### config.mk
export PLATFORM = sky130hd
export DESIGN_NAME = rand_card_bank_flat
export DESIGN_NICKNAME = d
export VERILOG_FILES = /design/src/rtl/rand_pkg.sv /design/src/rtl/rand_card_bank_if.sv /design/src/rtl/rand_lfsr_ch.sv /design/src/rtl/rand_card_bank.sv /design/src/flat_wrapper.sv
export SDC_FILE = /design/constraint.sdc
export NUM_CORES = 1
export LEC_CHECK = 0
export CORE_MARGIN = 2
export CORE_UTILIZATION = 54
export CTS_CLUSTER_DIAMETER = 40
export DETAILED_ROUTE_END_ITERATION = 8
export MAX_ROUTING_LAYER = met4
export PLACE_DENSITY = 0.86
export RECOVER_POWER = 50
export REMOVE_ABC_BUFFERS = 1
export SYNTH_ARGS = -nofsm -noshare
export SYNTH_HDL_FRONTEND = slang
export SYNTH_HIERARCHICAL = 1
export SYNTH_SLANG_ARGS = --single-unit
### constraint.sdc
create_clock -name clock_in -period 4.7 [get_ports clock_in]
set_input_delay 0.94 -clock clock_in [delete_from_list [all_inputs] [get_ports clock_in]]
set_output_delay 0.94 -clock clock_in [all_outputs]
set_load 0.005 [all_outputs]
### src/rtl/rand_pkg.sv
// Shared defaults and the per-channel seed derivation for the LFSR card bank.
package rand_pkg;

    localparam logic [15:0] TAP_MASK_DEF   = 16'hB400;
    localparam logic [15:0] SEED_SALT_DEF  = 16'h9E37;
    localparam logic [15:0] RESET_SEED_DEF = 16'hACE1;
    localparam int          CARD_RANGE     = 52;

    // Seed for channel c of a width-w LFSR; an all-zero result would lock the LFSR, so it becomes 1.
    function automatic logic [31:0] seed_for_ch(input logic [31:0] base, input logic [31:0] salt,
                                                input int c, input int w);
        logic [31:0] w_mask;
        logic [31:0] w_seed;
        w_mask = (w >= 32) ? '1 : ((32'd1 << w) - 32'd1);
        w_seed = (base ^ (salt * 32'(c + 1))) & w_mask;
        if (w_seed == '0) begin
            w_seed = 32'd1;
        end
        return w_seed;
    endfunction

endpackage

### src/rtl/rand_card_bank_if.sv
// Per-channel valid/ready output slots of the card bank.
interface rand_card_bank_if #(
    parameter int NUM_CH = 4,
    parameter int OUT_W  = 6
);
    logic [NUM_CH-1:0]       rand_ready_in;
    logic [NUM_CH-1:0]       rand_valid_out;
    logic [NUM_CH*OUT_W-1:0] rand_out;

    modport master (input rand_ready_in, output rand_valid_out, output rand_out);
    modport slave  (output rand_ready_in, input rand_valid_out, input rand_out);
endinterface

### src/rtl/rand_lfsr_ch.sv
// One free-running Galois LFSR channel with rejection sampling into a one-entry slot.
module rand_lfsr_ch #(
    parameter int                LFSR_W      = 16,
    parameter logic [LFSR_W-1:0] TAP_MASK    = 16'hB400,
    parameter int                OUT_W       = 6,
    parameter int                RANGE       = 52,
    parameter logic [LFSR_W-1:0] RESET_STATE = 16'h32D6
) (
    input  logic              clk,
    input  logic              rst_n,
    input  logic              i_enable,
    input  logic              i_seed_load,
    input  logic [LFSR_W-1:0] i_seed,
    input  logic              i_ready,
    output logic              o_valid,
    output logic [OUT_W-1:0]  o_data,
    output logic [LFSR_W-1:0] o_state,
    output logic              o_reject
);
    logic [LFSR_W-1:0] r_state;
    logic              r_valid;
    logic [OUT_W-1:0]  r_data;

    logic [OUT_W-1:0]  w_cand;
    logic [LFSR_W-1:0] w_next;
    logic              w_accept;
    logic              w_free;
    logic              w_active;
    logic              w_capture;

    assign w_cand    = r_state[OUT_W-1:0];
    assign w_next    = (r_state >> 1) ^ (r_state[0] ? TAP_MASK : '0);
    assign w_accept  = (32'(w_cand) < 32'(RANGE));
    assign w_free    = !r_valid || i_ready;
    assign w_active  = i_enable && !i_seed_load;
    assign w_capture = w_active && w_accept && w_free;
    // Candidates arriving while the slot is full are dropped silently, not counted as rejects.
    assign o_reject  = w_active && w_free && !w_accept;

    always_ff @(posedge clk or negedge rst_n) begin
        if (!rst_n) begin
            r_state <= RESET_STATE;
            r_valid <= 1'b0;
            r_data  <= '0;
        end else if (i_seed_load) begin
            r_state <= i_seed;
            r_valid <= 1'b0;
        end else begin
            if (i_enable) begin
                r_state <= w_next;
            end
            if (w_capture) begin
                r_data  <= w_cand;
                r_valid <= 1'b1;
            end else if (r_valid && i_ready) begin
                r_valid <= 1'b0;
            end
        end
    end

    assign o_valid = r_valid;
    assign o_data  = r_data;
    assign o_state = r_state;
endmodule

### src/rtl/rand_card_bank.sv
// Bank of NUM_CH LFSR channels: seed distribution and a saturating reject counter.
module rand_card_bank
    import rand_pkg::*;
#(
    parameter int                NUM_CH     = 4,
    parameter int                LFSR_W     = 16,
    parameter logic [LFSR_W-1:0] TAP_MASK   = TAP_MASK_DEF,
    parameter int                OUT_W      = 6,
    parameter int                RANGE      = CARD_RANGE,
    parameter logic [LFSR_W-1:0] SEED_SALT  = SEED_SALT_DEF,
    parameter logic [LFSR_W-1:0] RESET_SEED = RESET_SEED_DEF
) (
    input  logic                       clock_in,
    input  logic                       reset_n_in,
    input  logic                       enable_in,
    input  logic                       seed_load_in,
    input  logic [LFSR_W-1:0]          seed_in,
    rand_card_bank_if.master           rand_if,
    output logic [NUM_CH*LFSR_W-1:0]   raw_out,
    output logic [15:0]                reject_count_out
);
    logic [NUM_CH-1:0] w_reject;
    logic [15:0]       w_pop;
    logic [16:0]       w_sum;
    logic [15:0]       r_count;

    for (genvar c = 0; c < NUM_CH; c++) begin : g_ch
        localparam logic [LFSR_W-1:0] RST_ST =
            LFSR_W'(seed_for_ch(32'(RESET_SEED), 32'(SEED_SALT), c, LFSR_W));
        logic [LFSR_W-1:0] w_seed;
        assign w_seed = LFSR_W'(seed_for_ch(32'(seed_in), 32'(SEED_SALT), c, LFSR_W));

        rand_lfsr_ch #(
            .LFSR_W      (LFSR_W),
            .TAP_MASK    (TAP_MASK),
            .OUT_W       (OUT_W),
            .RANGE       (RANGE),
            .RESET_STATE (RST_ST)
        ) u_ch (
            .clk         (clock_in),
            .rst_n       (reset_n_in),
            .i_enable    (enable_in),
            .i_seed_load (seed_load_in),
            .i_seed      (w_seed),
            .i_ready     (rand_if.rand_ready_in[c]),
            .o_valid     (rand_if.rand_valid_out[c]),
            .o_data      (rand_if.rand_out[c*OUT_W +: OUT_W]),
            .o_state     (raw_out[c*LFSR_W +: LFSR_W]),
            .o_reject    (w_reject[c])
        );
    end

    always_comb begin
        w_pop = '0;
        for (int unsigned c = 0; c < NUM_CH; c++) begin
            w_pop = w_pop + 16'(w_reject[c]);
        end
    end

    assign w_sum = {1'b0, r_count} + {1'b0, w_pop};

    always_ff @(posedge clock_in or negedge reset_n_in) begin
        if (!reset_n_in) begin
            r_count <= '0;
        end else if (seed_load_in) begin
            r_count <= '0;
        end else if (w_sum[16]) begin
            r_count <= '1;
        end else begin
            r_count <= w_sum[15:0];
        end
    end

    assign reject_count_out = r_count;
endmodule

### src/flat_wrapper.sv
// flat-port wrapper written by rule: the top's interface ports become plain ports
module rand_card_bank_flat import rand_pkg::*;
#(
    parameter int                NUM_CH     = 4,
    parameter int                LFSR_W     = 16,
    parameter logic [LFSR_W-1:0] TAP_MASK   = TAP_MASK_DEF,
    parameter int                OUT_W      = 6,
    parameter int                RANGE      = CARD_RANGE,
    parameter logic [LFSR_W-1:0] SEED_SALT  = SEED_SALT_DEF,
    parameter logic [LFSR_W-1:0] RESET_SEED = RESET_SEED_DEF
)
  (clock_in, reset_n_in, enable_in, seed_load_in, seed_in, raw_out, reject_count_out, rand_if_rand_ready_in, rand_if_rand_valid_out, rand_if_rand_out);
  rand_card_bank_if #(.NUM_CH(NUM_CH), .OUT_W(OUT_W)) rand_if_i ();
  input  logic clock_in;
  input  logic reset_n_in;
  input  logic enable_in;
  input  logic seed_load_in;
  input  logic [LFSR_W-1:0] seed_in;
  output logic [NUM_CH*LFSR_W-1:0] raw_out;
  output logic [15:0] reject_count_out;
  input wire logic [$bits(rand_if_i.rand_ready_in)-1:0] rand_if_rand_ready_in;
  output wire logic [$bits(rand_if_i.rand_valid_out)-1:0] rand_if_rand_valid_out;
  output wire logic [$bits(rand_if_i.rand_out)-1:0] rand_if_rand_out;
  assign rand_if_i.rand_ready_in = rand_if_rand_ready_in;
  assign rand_if_rand_valid_out = rand_if_i.rand_valid_out;
  assign rand_if_rand_out = rand_if_i.rand_out;
  rand_card_bank #(.NUM_CH(NUM_CH), .LFSR_W(LFSR_W), .TAP_MASK(TAP_MASK), .OUT_W(OUT_W), .RANGE(RANGE), .SEED_SALT(SEED_SALT), .RESET_SEED(RESET_SEED)) u_core (.clock_in(clock_in), .reset_n_in(reset_n_in), .enable_in(enable_in), .seed_load_in(seed_load_in), .seed_in(seed_in), .rand_if(rand_if_i), .raw_out(raw_out), .reject_count_out(reject_count_out));
endmodule
Word level (Yosys, flattened, before mapping)
Cells that the tools add are included.
{"block": "totals", "regBits": 108, "word_cells": 107}
{"block": "classes", "add_sub_neg": 4, "n_lt_le_gt_ge": 4, "muxes": 30, "bitwise": 9, "n_reduce_logical": 47}
{"cell": "$mux 16", "n": 18}
{"cell": "$logic_not 32->1", "n": 4}
{"cell": "$xor 15x16->16", "n": 4}
{"cell": "$add 16x1->16", "n": 2}
{"cell": "$not 9->9", "n": 3}
{"cell": "$lt 6x6->1 const B", "n": 4}
{"cell": "$logic_and 1x1->1", "n": 21}
{"cell": "$add 16x16->17", "n": 1}
{"cell": "$mux 1", "n": 12}
{"cell": "$reduce_bool 3->1", "n": 4}
{"cell": "$not 10->10", "n": 1}
{"cell": "$logic_not 1->1", "n": 9}
{"cell": "$reduce_and 2->1", "n": 4}
{"cell": "$logic_or 1x1->1", "n": 4}
{"cell": "$add 1x1->2", "n": 1}
{"cell": "$reduce_bool 2->1", "n": 1}
{"cell": "$not 1->1", "n": 1}

Logic depth before layout (Yosys ltp)
Gate-level depths: netlist of the first run.
{"block": "logic_depth", "depth_word": 10, "depth_mapped": 14, "mapped_depth_nobuf": 12}

Modules after synthesis
Netlist of the first run, hierarchy kept.
{"mod": "rand_lfsr_ch at u_core.g_ch[1].u_ch ...", "instances": 2, "cells_per_inst": 95, "area_per_inst_um2": 1074.8}
{"mod": "rand_card_bank", "instances": 1, "cells_per_inst": 165, "area_per_inst_um2": 1224.9}
{"mod": "rand_lfsr_ch at u_core.g_ch[3].u_ch", "instances": 1, "cells_per_inst": 95, "area_per_inst_um2": 1077.3}
{"mod": "rand_lfsr_ch at u_core.g_ch[0].u_ch", "instances": 1, "cells_per_inst": 95, "area_per_inst_um2": 1076.0}

Least setup slack after synthesis of the first run
OpenSTA, ideal clock, no wires.
{"block": "synth_path", "path_type": "input to register", "start": "input port enable_in", "end": "register u_core.r_count[10] (netlist: u_core/reject_count_out[10])", "arrival_ps": 3565, "slack_ps": 1057, "path_stages": 14, "n_path_buf": 3, "path_cell_list": "buf_4 > buf_4 > nand3b_1 > nor2_1 > fa_1 > inv_1 > fa_1 > inv_1 > fa_1 > nand4_1 > nor2_1 > nand3_1 > clkbuf_1 > a21oi_1"}
{"block": "synth_between", "elab_chain_len": 9, "elab_cells_between_ends": 15}
{"element": "from (decl)", "line_no": "flat_wrapper.sv:16", "text": "input logic enable_in;"}
{"element": "$logic_and 1x1->1", "line_no": "rand_lfsr_ch.sv:35", "text": "assign w_active = i_enable && !i_seed_load;"}
{"element": "$logic_and 1x1->1 (2 in series)", "line_no": "rand_lfsr_ch.sv:38", "text": "assign o_reject = w_active && w_free && !w_accept;"}
{"element": "net u_core.w_reject[0]", "line_no": "rand_card_bank.sv:22", "text": "logic [NUM_CH-1:0] w_reject;"}
{"element": "$add 1x1->2", "line_no": "rand_card_bank.sv:56", "text": "w_pop = w_pop + 16'(w_reject[c]);"}
{"element": "$add 16x1->16 (2 in series)", "line_no": "rand_card_bank.sv:56"}
{"element": "$add 16x16->17", "line_no": "rand_card_bank.sv:60", "text": "assign w_sum = {1'b0, r_count} + {1'b0, w_pop};"}
{"element": "$mux 16", "line_no": "rand_card_bank.sv:67", "text": "end else if (w_sum[16]) begin"}
{"element": "$mux 16", "line_no": "rand_card_bank.sv:65", "text": "end else if (seed_load_in) begin"}
{"element": "to (signal assigned)", "line_no": "rand_card_bank.sv:70", "text": "r_count <= w_sum[15:0];"}
{"element": "to (decl)", "line_no": "rand_card_bank.sv:25", "text": "logic [15:0] r_count;"}
The timed path passes the listed nets, and every way through them passes these cells.
A chain may end at the register's enable or synchronous reset.

Final worst setup path of the first run
{"block": "layout_path", "start": "input port seed_load_in", "end": "register u_core.r_count[0] (netlist: u_core/reject_count_out[0])"}
{"block": "layout_between", "elab_cells_between_ends": 16}
{"element": "from (decl)", "line_no": "flat_wrapper.sv:17", "text": "input logic seed_load_in;"}
{"element": "$logic_not 1->1", "line_no": "rand_lfsr_ch.sv:35"}
{"element": "$logic_and 1x1->1", "line_no": "rand_lfsr_ch.sv:35"}
{"element": "$logic_and 1x1->1 (2 in series)", "line_no": "rand_lfsr_ch.sv:38"}
{"element": "net u_core.w_reject[2]", "line_no": "rand_card_bank.sv:22"}
{"element": "$add 16x1->16 (2 in series)", "line_no": "rand_card_bank.sv:56"}
{"element": "$add 16x16->17", "line_no": "rand_card_bank.sv:60"}
{"element": "$mux 16", "line_no": "rand_card_bank.sv:67"}
{"element": "$mux 16", "line_no": "rand_card_bank.sv:65"}
The timed path passes the listed nets, and every way through them passes these cells.

==> results of run 1 <==
worst paths after layout:
path | depth (start not counted) | end | start | slack, ns
max in group asynchronous | 2 | u_core/g_ch[3].u_ch/o_state[1] | reset_n_in | 1.11
min reg2reg | 2 | u_core/g_ch[3].u_ch/o_data[5] | u_core/g_ch[3].u_ch/o_data[5] | 0.52
min | 2 | u_core/g_ch[3].u_ch/o_data[5] | u_core/g_ch[3].u_ch/o_data[5] | 0.52
min in group asynchronous | 1 | u_core/g_ch[3].u_ch/o_state[13] | reset_n_in | 1.04
max reg2reg | 11 | u_core/reject_count_out[0] | u_core/g_ch[2].u_ch/o_state[3] | 1.36
max | 12 | u_core/reject_count_out[0] | seed_load_in | 0.58
worst max-delay path, delay by kind of cell:
family,cells,cell delay [ns]
AND/OR/NAND/NOR,5,1.25
adder cells (fa/ha/maj),3,1.11
buffers and inverters,3,0.77
AO/OA/AOI/OAI,1,0.29
routing by layer:
layer	up-vias	wire length (µm)	GRT usage, %
met5	-	0	-
met4	0	213	7.90
met3	18	919	3.81
met2	172	7120	44.3
met1	2113	5740	34.5
li1	2009	-	-
synthesized netlist by cell type, drive strengths merged (4+ instances only):
cell type  instances
and4               4
nand2b             4
dfstp             31
mux2              16
clkbuf            43
a21oi             13
nor2               7
nand2             70
o21ai             73
nand4b             4
buf               13
inv               50
nand4              4
dfrtp             77
nand3b             4
o211ai             5
xor2              18
a2bb2oi            8
mux2i             64
area by class of cell:
| class | count | area (µm²) | area share (%) |
|---|---|---|---|
| well taps | 133 | 166 | 2.40 |
| flip-flops and latches | 108 | 2740 | 39.5 |
| repair buffers | 138 | 1330 | 19.2 |
| clock inverters | 6 | 70.1 | 1.01 |
| clock buffers | 10 | 138 | 1.98 |
| multi-input cells | 331 | 2310 | 33.2 |
| inverters | 50 | 188 | 2.70 |
registers in the layout, summed over array words and instances, names as in the netlist:
| name | cells |
|---|---|
| u_core/g_ch.u_ch/o_valid | 4 |
| u_core/reject_count_out | 16 |
| u_core/g_ch.u_ch/o_data | 24 |
| u_core/g_ch.u_ch/o_state | 64 |
cells by family after synthesis:
logic type | Yosys count | synth area share, %
mux | 80 | 14.8
compound gates | 111 | 12.0
flops | 108 | 49.6
simple gates | 116 | 11.2
fa+ha+maj | 4 | 1.31
buf+inv | 106 | 7.83
xor+xnor | 20 | 3.17
where the power goes:
group	total (mW)	switching [mW]	internal (mW)
logic	0.536	0.214	0.322
clock network	0.589	0.323	0.266
registers	1.17	0.105	1.07
metrics by stage:
stage          hold WS (ns)  area, µm²  utilization (%)  power [mW]
2_1_floorplan         0.504       5280                -        1.35
3_3_place_gp          0.486       6810             69.0        1.71
3_5_place_dp          0.493       6810             69.0        1.73
4_1_cts               0.518       7010             71.1        2.32
5_1_grt               0.537       6940             70.4        2.41
6_report              0.515       6940             70.4        2.30
==> run_results.csv, run 1 <==
group,metric,value,unit
run_status,outcome,"complete, but fails checks",
run_status,violations,"capacitance limit, slew limit",
cts,clockBufferDepth,2,
setup_path,crit_path_top_delay_cell,"clkbuf_1",
drt,drtIter0Drc,249,
layout,final_cell_mix,"clkdlybuf4s50_1 (127), dfrtp_1 (77), o21ai_0 (73)",
setup_path,worst-endpoint-arrival,4.39,ns
setup_path,start_kind,"input port",
sta,max_slew_margin,-69.3,%
layout,syn2layout_area_growth,25.6,%
setup_path,cp_max_fo,18,
place,post-place-cells,760,
yosys,ys_seq_area_share,49.6,%
cts,worstSkewPairLatency,0.37,ns
yosys,yosys.area.top_type,"dfrtp_1",
place,dp_slack,0.319,ns
yosys,ys_async_sr_fraction,100,%
sta,finalMaxSlewViolations,231,
global_routing,grt.overflow.total,0,
sta,period_needed,4.12,ns
job,cap_violations,4,
sta,setup_ws,0.584,ns
hold_path,hold_path_class,"flop to flop",
setup_path,required,4.97,ns
sta,setup_viol,0,
global_routing,grt_max_degree,74,
drt,dr.pass1.iters,5,
die,dieArea,11100,µm²
setup_path,critPathKind,"input port to flop",
layout,fill_cells,736,
sta,timing.fmax,243,MHz
die,ios,132,
cts,htreeDepth,3,
cts,ctsResizeCount,0,
global_routing,grt_pass1_wl,22800,µm
setup_path,critical_path.cell_chain,"clkbuf_1 > nand3b_1 > nor2_1 > fa_1 > inv_1 > fa_1 > inv_1 > fa_1 > nand4_1 > nor2_1 > nand3_1 > a21oi_1",
layout,diodes,0,
drt,viasPerCell,5.56,
power_and_ir_drop,power_per_cell_area,331,nW/µm²
layout,final_layout_size_suffix_gt1_share,12.0,%
yosys,synth_warnings,6,
die,dieHeight,105,µm
die,start_util,56.0,%
setup_path,slowest_delay,0.64,ns
sta,totalNegativeSetupSlack,0,ns
setup_path,crit_top_cell,"fa_1",
cts,root_buffer,"clkbuf_8",
layout,layout_commonest_cell,"clkdlybuf4s50_1",
drt,post-route-drc-count,0,
place,port_buffers,131,
cts,clk_pin_slew,0.10,ns
sta,finalCritPeriodShare,87.6,%
global_routing,grt_usage,26.8,%
yosys,synth_flop_cell,"dfrtp_1",
yosys,yosys_register_bits,108,
cts,cts_tree,"yes",
yosys,ys_types,44,
yosys,synth_area_leaders,"dfrtp_1 (35%), dfstp_2 (15%), mux2i_1 (12%)",
global_routing,grt_pass1_vias,4331,
layout,fin_nets,666,
power_and_ir_drop,ir_drop,198,µV
die,core_region_area,9860,µm²
yosys,synth_cells,545,
sta,rsz0062_at_grt,"false",
die,die_x,105,µm
drt,postRouteAntennaNets,0,
place,place_congestion,0.919,
drt,via_count,4312,
cts,cts.sinks,108,
drt,wire_per_inst,18.0,µm
cts,postCtsSetupBuffers,0,
global_routing,antenna_found_initial,0,
cts,cts_made_buffers,9,
sta,tightest_slew,2.54,ns
place,dp_hpwl,9800,µm
power_and_ir_drop,p_leak,3.13,nW
yosys,synth_area_per_cell,10.1,µm²
sta,hold_viol,0,
sta,finClkSkew,0.0145,ns
cts,cts_hold_buf,0,
layout,final_cells,776,
drt,wl,14000,µm
setup_path,setup.worst_path.end_class,"flop",
yosys,netlist_area,5530,µm²
yosys,synth_edf_count,0,
die,rows,36,
yosys,synth_top_area_share,34.9,%
(Power assumes the default switching activity.)
==> run 2: changes to the inputs <==
--- a/config.mk
+++ b/config.mk
@@ -11,7 +11,7 @@
 export DETAILED_ROUTE_END_ITERATION = 8
 export MAX_ROUTING_LAYER = met4
 export PLACE_DENSITY = 0.86
-export RECOVER_POWER = 50
+export RECOVER_POWER = 100
 export REMOVE_ABC_BUFFERS = 1
 export SYNTH_ARGS = -nofsm -noshare
 export SYNTH_HDL_FRONTEND = slang
==> run 2 against run 1 <==
The run still ends with capacitance limit, slew limit left. Core utilization decreased by 0.15 points. Setup slack got worse by 0.032 ns. Clock power about the same. Fmax decreased by 0.77%. Register-to-register slack about the same. Combinational power decreased by 6.5%. Sequential power about the same. Worst hold slack got worse by 0.0039 ns. Sequential share of layout area increased by 0.086 points. Clock skew increased by 0.0023 ns. Critical endpoint unchanged. Largest cell class unchanged.
==> run_results.csv, run 2 (synthesis results as in run 1) <==
group,metric,value,unit
run_status,outcome,"complete, but fails checks",
run_status,violations,"capacitance limit, slew limit",
cts,clockBufferDepth,2,
cts,cts_hold_buf,0,
cts,postCtsSetupBuffers,0,
place,dpl-instance-area,6810,µm²
layout,final_cell_mix,"dlygate4sd3_1 (80), dfrtp_1 (77), o21ai_0 (73)",
sta,timing.fmax,241,MHz
drt,dr.pass1.iters,7,
drt,wl,14000,µm
setup_path,start_kind,"input port",
sta,finClkSkew,0.0169,ns
cts,root_buffer,"clkbuf_8",
drt,post-route-drc-count,0,
die,start_util,56.0,%
cts,worstSkewPairLatency,0.37,ns
sta,totalNegativeSetupSlack,0,ns
power_and_ir_drop,power,2.25,mW
global_routing,antenna_found_initial,0,
sta,period_needed,4.15,ns
sta,finalCritPeriodShare,88.3,%
place,port_buffers,131,
cts,cts_tree,"yes",
layout,diodes,0,
die,die_x,105,µm
cts,cts.sinks,108,
drt,wire_per_inst,18.0,µm
global_routing,grt.overflow.total,0,
layout,multi_input_area,2290,µm²
hold_path,hold_depth,1,
die,rows,36,
global_routing,grt_usage,26.8,%
sta,hold_viol,0,
layout,fin_nets,666,
power_and_ir_drop,ir_drop,197,µV
layout,layout_commonest_cell,"dlygate4sd3_1",
hold_path,hold_path_class,"flop to flop",
global_routing,grt_pass1_vias,4331,
hold_path,hold-path-endpoint,"u_core/g_ch[2].u_ch/o_data[2]",
setup_path,r2r-start,"u_core/g_ch[2].u_ch/o_state[3]",
setup_path,worst-endpoint-arrival,4.42,ns
hold_path,worstHoldStart,"u_core/g_ch[2].u_ch/o_data[2]",
sta,max_slew_margin,-65.0,%
layout,fill_cells,738,
layout,final_cell_area,6930,µm²
sta,setup_viol,0,
cts,ctsResizeCount,0,
setup_path,cp_max_fo,18,
setup_path,required,4.97,ns
sta,tightest_slew,2.48,ns
setup_path,reg2reg_depth,11,
drt,postRouteAntennaNets,0,
global_routing,grt_max_degree,74,
drt,drtIter0Drc,248,
die,dieArea,11100,µm²
power_and_ir_drop,power_per_cell_area,325,nW/µm²
setup_path,rrSetupSlack,1.35,ns
setup_path,setup.worst_path.end_class,"flop",
layout,final_layout_size_suffix_gt1_share,7.31,%
die,ios,132,
job,cap_violations,4,
drt,via_count,4295,
layout,largest_register_ffs,64,
place,place_congestion,0.919,
place,dp_hpwl,9800,µm
global_routing,grt_pass1_wl,22800,µm
sta,finalMaxSlewViolations,231,
cts,htreeDepth,3,
power_and_ir_drop,p_leak,3.22,nW
die,core_region_area,9860,µm²
setup_path,critPathKind,"input port to flop",
layout,syn2layout_area_growth,25.3,%
die,dieHeight,105,µm
setup_path,reg2reg_to,"u_core/reject_count_out[0]",
cts,cts_made_buffers,9,
sta,rsz0062_at_grt,"false",
cts,clk_pin_slew,0.10,ns
layout,seqCellArea,2740,µm²
drt,viasPerCell,5.53,
run 2: changes by cell type in the layout (fill, tap and decap cells not counted):
cell	previous run	this run
nand4b_4	1	0
dfstp_2	31	2
nand4b_1	3	4
dlygate4sd3_1	1	80
clkdlybuf4s50_1	127	48
dfstp_1	0	29
run 2: how the worst max path moves through the flow:
stage / startpoint / to / cells past startpoint
detailed placement: rand_if_rand_ready_in[0] / u_core/reject_count_out[0] / 13
floorplan: rand_if_rand_ready_in[0] / u_core/reject_count_out[13] / 12
global placement: rand_if_rand_ready_in[0] / u_core/reject_count_out[13] / 13
CTS: rand_if_rand_ready_in[2] / u_core/reject_count_out[0] / 13
global route: seed_load_in / u_core/reject_count_out[0] / 12
finish: seed_load_in / u_core/reject_count_out[0] / 12
run 2: layout make-up:
class                   count  area share (%)
flip-flops and latches    108            39.6
multi-input cells         331            33.1
inverters                  50            2.71
repair buffers            138            19.2
clock inverters             6            1.01
clock buffers              10            1.99
well taps                 133            2.40
run 2: worst max-delay path, cell delays in order:
cell and delay [ns]:
clkbuf_1 0.66, nand3b_1 0.26, nor2_1 0.09, fa_1 0.49, inv_1 0.05, fa_1 0.37, inv_1 0.08, fa_1 0.25
nand4_1 0.16, nor2_1 0.31, nand3_1 0.44, a21oi_1 0.30
run 2: power by group:
part	internal [mW]	switching, mW
sequential	1.06	0.101
combinational	0.288	0.214
clock	0.266	0.324
total	1.61	0.638
run 2: per-layer routing:
metal | part of all wire (%) | global-route usage [%] | up-vias
li1 | - | - | 2006
met1 | 43 | 34.5 | 2119
met2 | 51 | 44.3 | 157
met3 | 4.6 | 3.81 | 13
met4 | 1.4 | 7.90 | 0
met5 | 0 | - | -
run 2: stage by stage:
step / instances / setup slack [ns] / util, % / hold WS (ns)
6_report: 776 / 0.552 / 70.2 / 0.511
5_1_grt: 776 / 0.281 / 70.2 / 0.534
4_1_cts: 776 / 0.711 / 71.1 / 0.518
3_5_place_dp: 760 / 0.319 / 69.0 / 0.493
3_3_place_gp: 760 / 0.470 / 69.0 / 0.486
2_1_floorplan: 489 / 1.18 / - / 0.504
==> run 3: changes to the inputs <==
--- a/config.mk
+++ b/config.mk
@@ -6,11 +6,11 @@
 export NUM_CORES = 1
 export LEC_CHECK = 0
 export CORE_MARGIN = 2
-export CORE_UTILIZATION = 54
+export CORE_UTILIZATION = 68
 export CTS_CLUSTER_DIAMETER = 40
 export DETAILED_ROUTE_END_ITERATION = 8
-export MAX_ROUTING_LAYER = met4
-export PLACE_DENSITY = 0.86
+export DONT_BUFFER_PORTS = 1
+export PLACE_DENSITY = 0.84
 export RECOVER_POWER = 100
 export REMOVE_ABC_BUFFERS = 1
 export SYNTH_ARGS = -nofsm -noshare
==> run 3 against run 2 <==
The flow now finishes without violations. Routed wire length down 14%. Core utilization grew 0.55 points. Setup slack improved by 0.59 ns. Clock power shrank 1%. Global-route usage increased by 1.1 points. Clock skew fell by 0.010 ns. Sequential power about the same. Combinational power decreased by 60%. Power shrank 12%. Register-to-register slack got worse by 0.09 ns.
==> run_results.csv, run 3 (synthesis results as in run 1) <==
group,metric,value,unit
layout,multi_input_area,2260,µm²
layout,fin_nets,528,
setup_path,cp_max_fo,13,
cts,clockBufferDepth,2,
drt,viasPerCell,6.20,
drt,wl_met3,1020,µm
drt,top_layer,"met4",
die,dieArea,8870,µm²
sta,totalNegativeSetupSlack,0,ns
power_and_ir_drop,ir_drop,232,µV
die,start_util,70.8,%
layout,final_util,70.8,%
layout,final_cell_mix,"dfrtp_1 (77), o21ai_0 (73), nand2_1 (70)",
global_routing,grt.overflow.total,0,
place,dp_slack,0.764,ns
job,cap_violations,0,
cts,cts_hold_buf,0,
drt,post-route-drc-count,0,
sta,finClkSkew,0.00648,ns
cts,cts_made_buffers,9,
drt,wl,12100,µm
drt,via_count,3764,
global_routing,antenna_found_initial,0,
drt,wire_per_inst,19.9,µm
die,rows,32,
setup_path,critPathKind,"input port to flop",
sta,hold_viol,0,
place,dp_hpwl,8050,µm
setup_path,setup.worst_path.end_class,"flop",
layout,fill_cells,596,
cts,root_buffer,"clkbuf_8",
drt,postRouteAntennaNets,0,
sta,max_slew_margin,65.3,%
drt,dr.pass1.iters,5,
layout,final_cells,607,
layout,diodes,0,
run_status,outcome,"complete, no violations",
cts,cts_tree,"yes",
sta,period_needed,3.55,ns
power_and_ir_drop,power,1.97,mW
layout,final_cell_area,5530,µm²
global_routing,grt_pass1_vias,3686,
cts,htreeDepth,3,
setup_path,required,4.98,ns
sta,tightest_slew,0.519,ns
sta,timing.hold.ws,0.264,ns
global_routing,grt_usage,28.0,%
place,post-place-cells,591,
sta,finalCritPeriodShare,75.6,%
sta,setup_ws,1.15,ns
die,dieHeight,94.2,µm
cts,ctsResizeCount,0,
cts,cts.sinks,108,
power_and_ir_drop,p_leak,2.59,nW
layout,largest_register_ffs,64,
sta,timing.fmax,281,MHz
place,port_buffers,0,
cts,clk_pin_slew,0.10,ns
drt,met2WireLength,5940,µm
drt,drtIter0Drc,241,
die,ios,132,
die,die_x,94.2,µm
sta,finalMaxSlewViolations,0,
power_and_ir_drop,power_per_cell_area,356,nW/µm²
place,place_congestion,0.799,
die,core_region_area,7810,µm²
cts,postCtsSetupBuffers,0,
place,dpl-instance-area,5410,µm²
setup_path,start_kind,"input port",
setup_path,worst-endpoint-arrival,3.83,ns
layout,final_layout_size_suffix_gt1_share,6.73,%
drt,wl_met1,5010,µm
global_routing,grt_max_degree,157,
global_routing,grt_pass1_wl,19100,µm
hold_path,hold_path_class,"input port to async pin",
cts,worstSkewPairLatency,0.36,ns
layout,seqCellArea,2740,µm²
layout,syn2layout_area_growth,-0.0226,%
layout,layout_commonest_cell,"dfrtp_1",
sta,setup_viol,0,
sta,rsz0062_at_grt,"false",
## run 3: worst paths after layout
path / start / endpoint / slack, ns / depth (start not counted)
worst max-delay path: rand_if_rand_ready_in[2] / u_core/reject_count_out[13] / 1.15 / 12
worst min register to register: u_core/g_ch[1].u_ch/o_data[2] / u_core/g_ch[1].u_ch/o_data[2] / 0.54 / 1
max in group asynchronous: reset_n_in / u_core/g_ch[0].u_ch/o_state[9] / 4.21 / 0
worst max register to register: u_core/g_ch[0].u_ch/o_state[3] / u_core/reject_count_out[13] / 1.26 / 11
min in group clock_in: u_core/g_ch[1].u_ch/o_data[2] / u_core/g_ch[1].u_ch/o_data[2] / 0.54 / 1
worst min-delay path: reset_n_in / u_core/g_ch[1].u_ch/o_data[3] / 0.26 / 0
## run 3: routing by layer
layer | vias to the layer above | track usage [%]
li1 | 1728 | -
met1 | 1885 | 36.5
met2 | 142 | 45.5
met3 | 9 | 9.07
met4 | 0 | 6.76
met5 | - | 0
## run 3: power by group
| part | total, mW | internal, mW | leakage (nW) | switching, mW |
|---|---|---|---|---|
| clock network | 0.584 | 0.256 | 0.102 | 0.328 |
| registers | 1.18 | 1.06 | 1.27 | 0.128 |
| logic | 0.201 | 0.115 | 1.21 | 0.0859 |
## run 3: worst max-delay path, stage by stage
cell and delay, ns:
nand2b_1 0.16, nand3b_1 0.15, nor2_1 0.09, fa_1 0.49
inv_1 0.05, fa_1 0.37, inv_1 0.08, fa_1 0.24
nand4_1 0.15, nor2_1 0.32, nand3_1 0.47, a31oi_1 0.32
## run 3: layout make-up
type	instances	area share, %
clock buffers	9	2.24
flip-flops and latches	108	49.6
inverters	50	3.40
multi-input cells	331	40.9
well taps	102	2.31
clock inverters	7	1.52
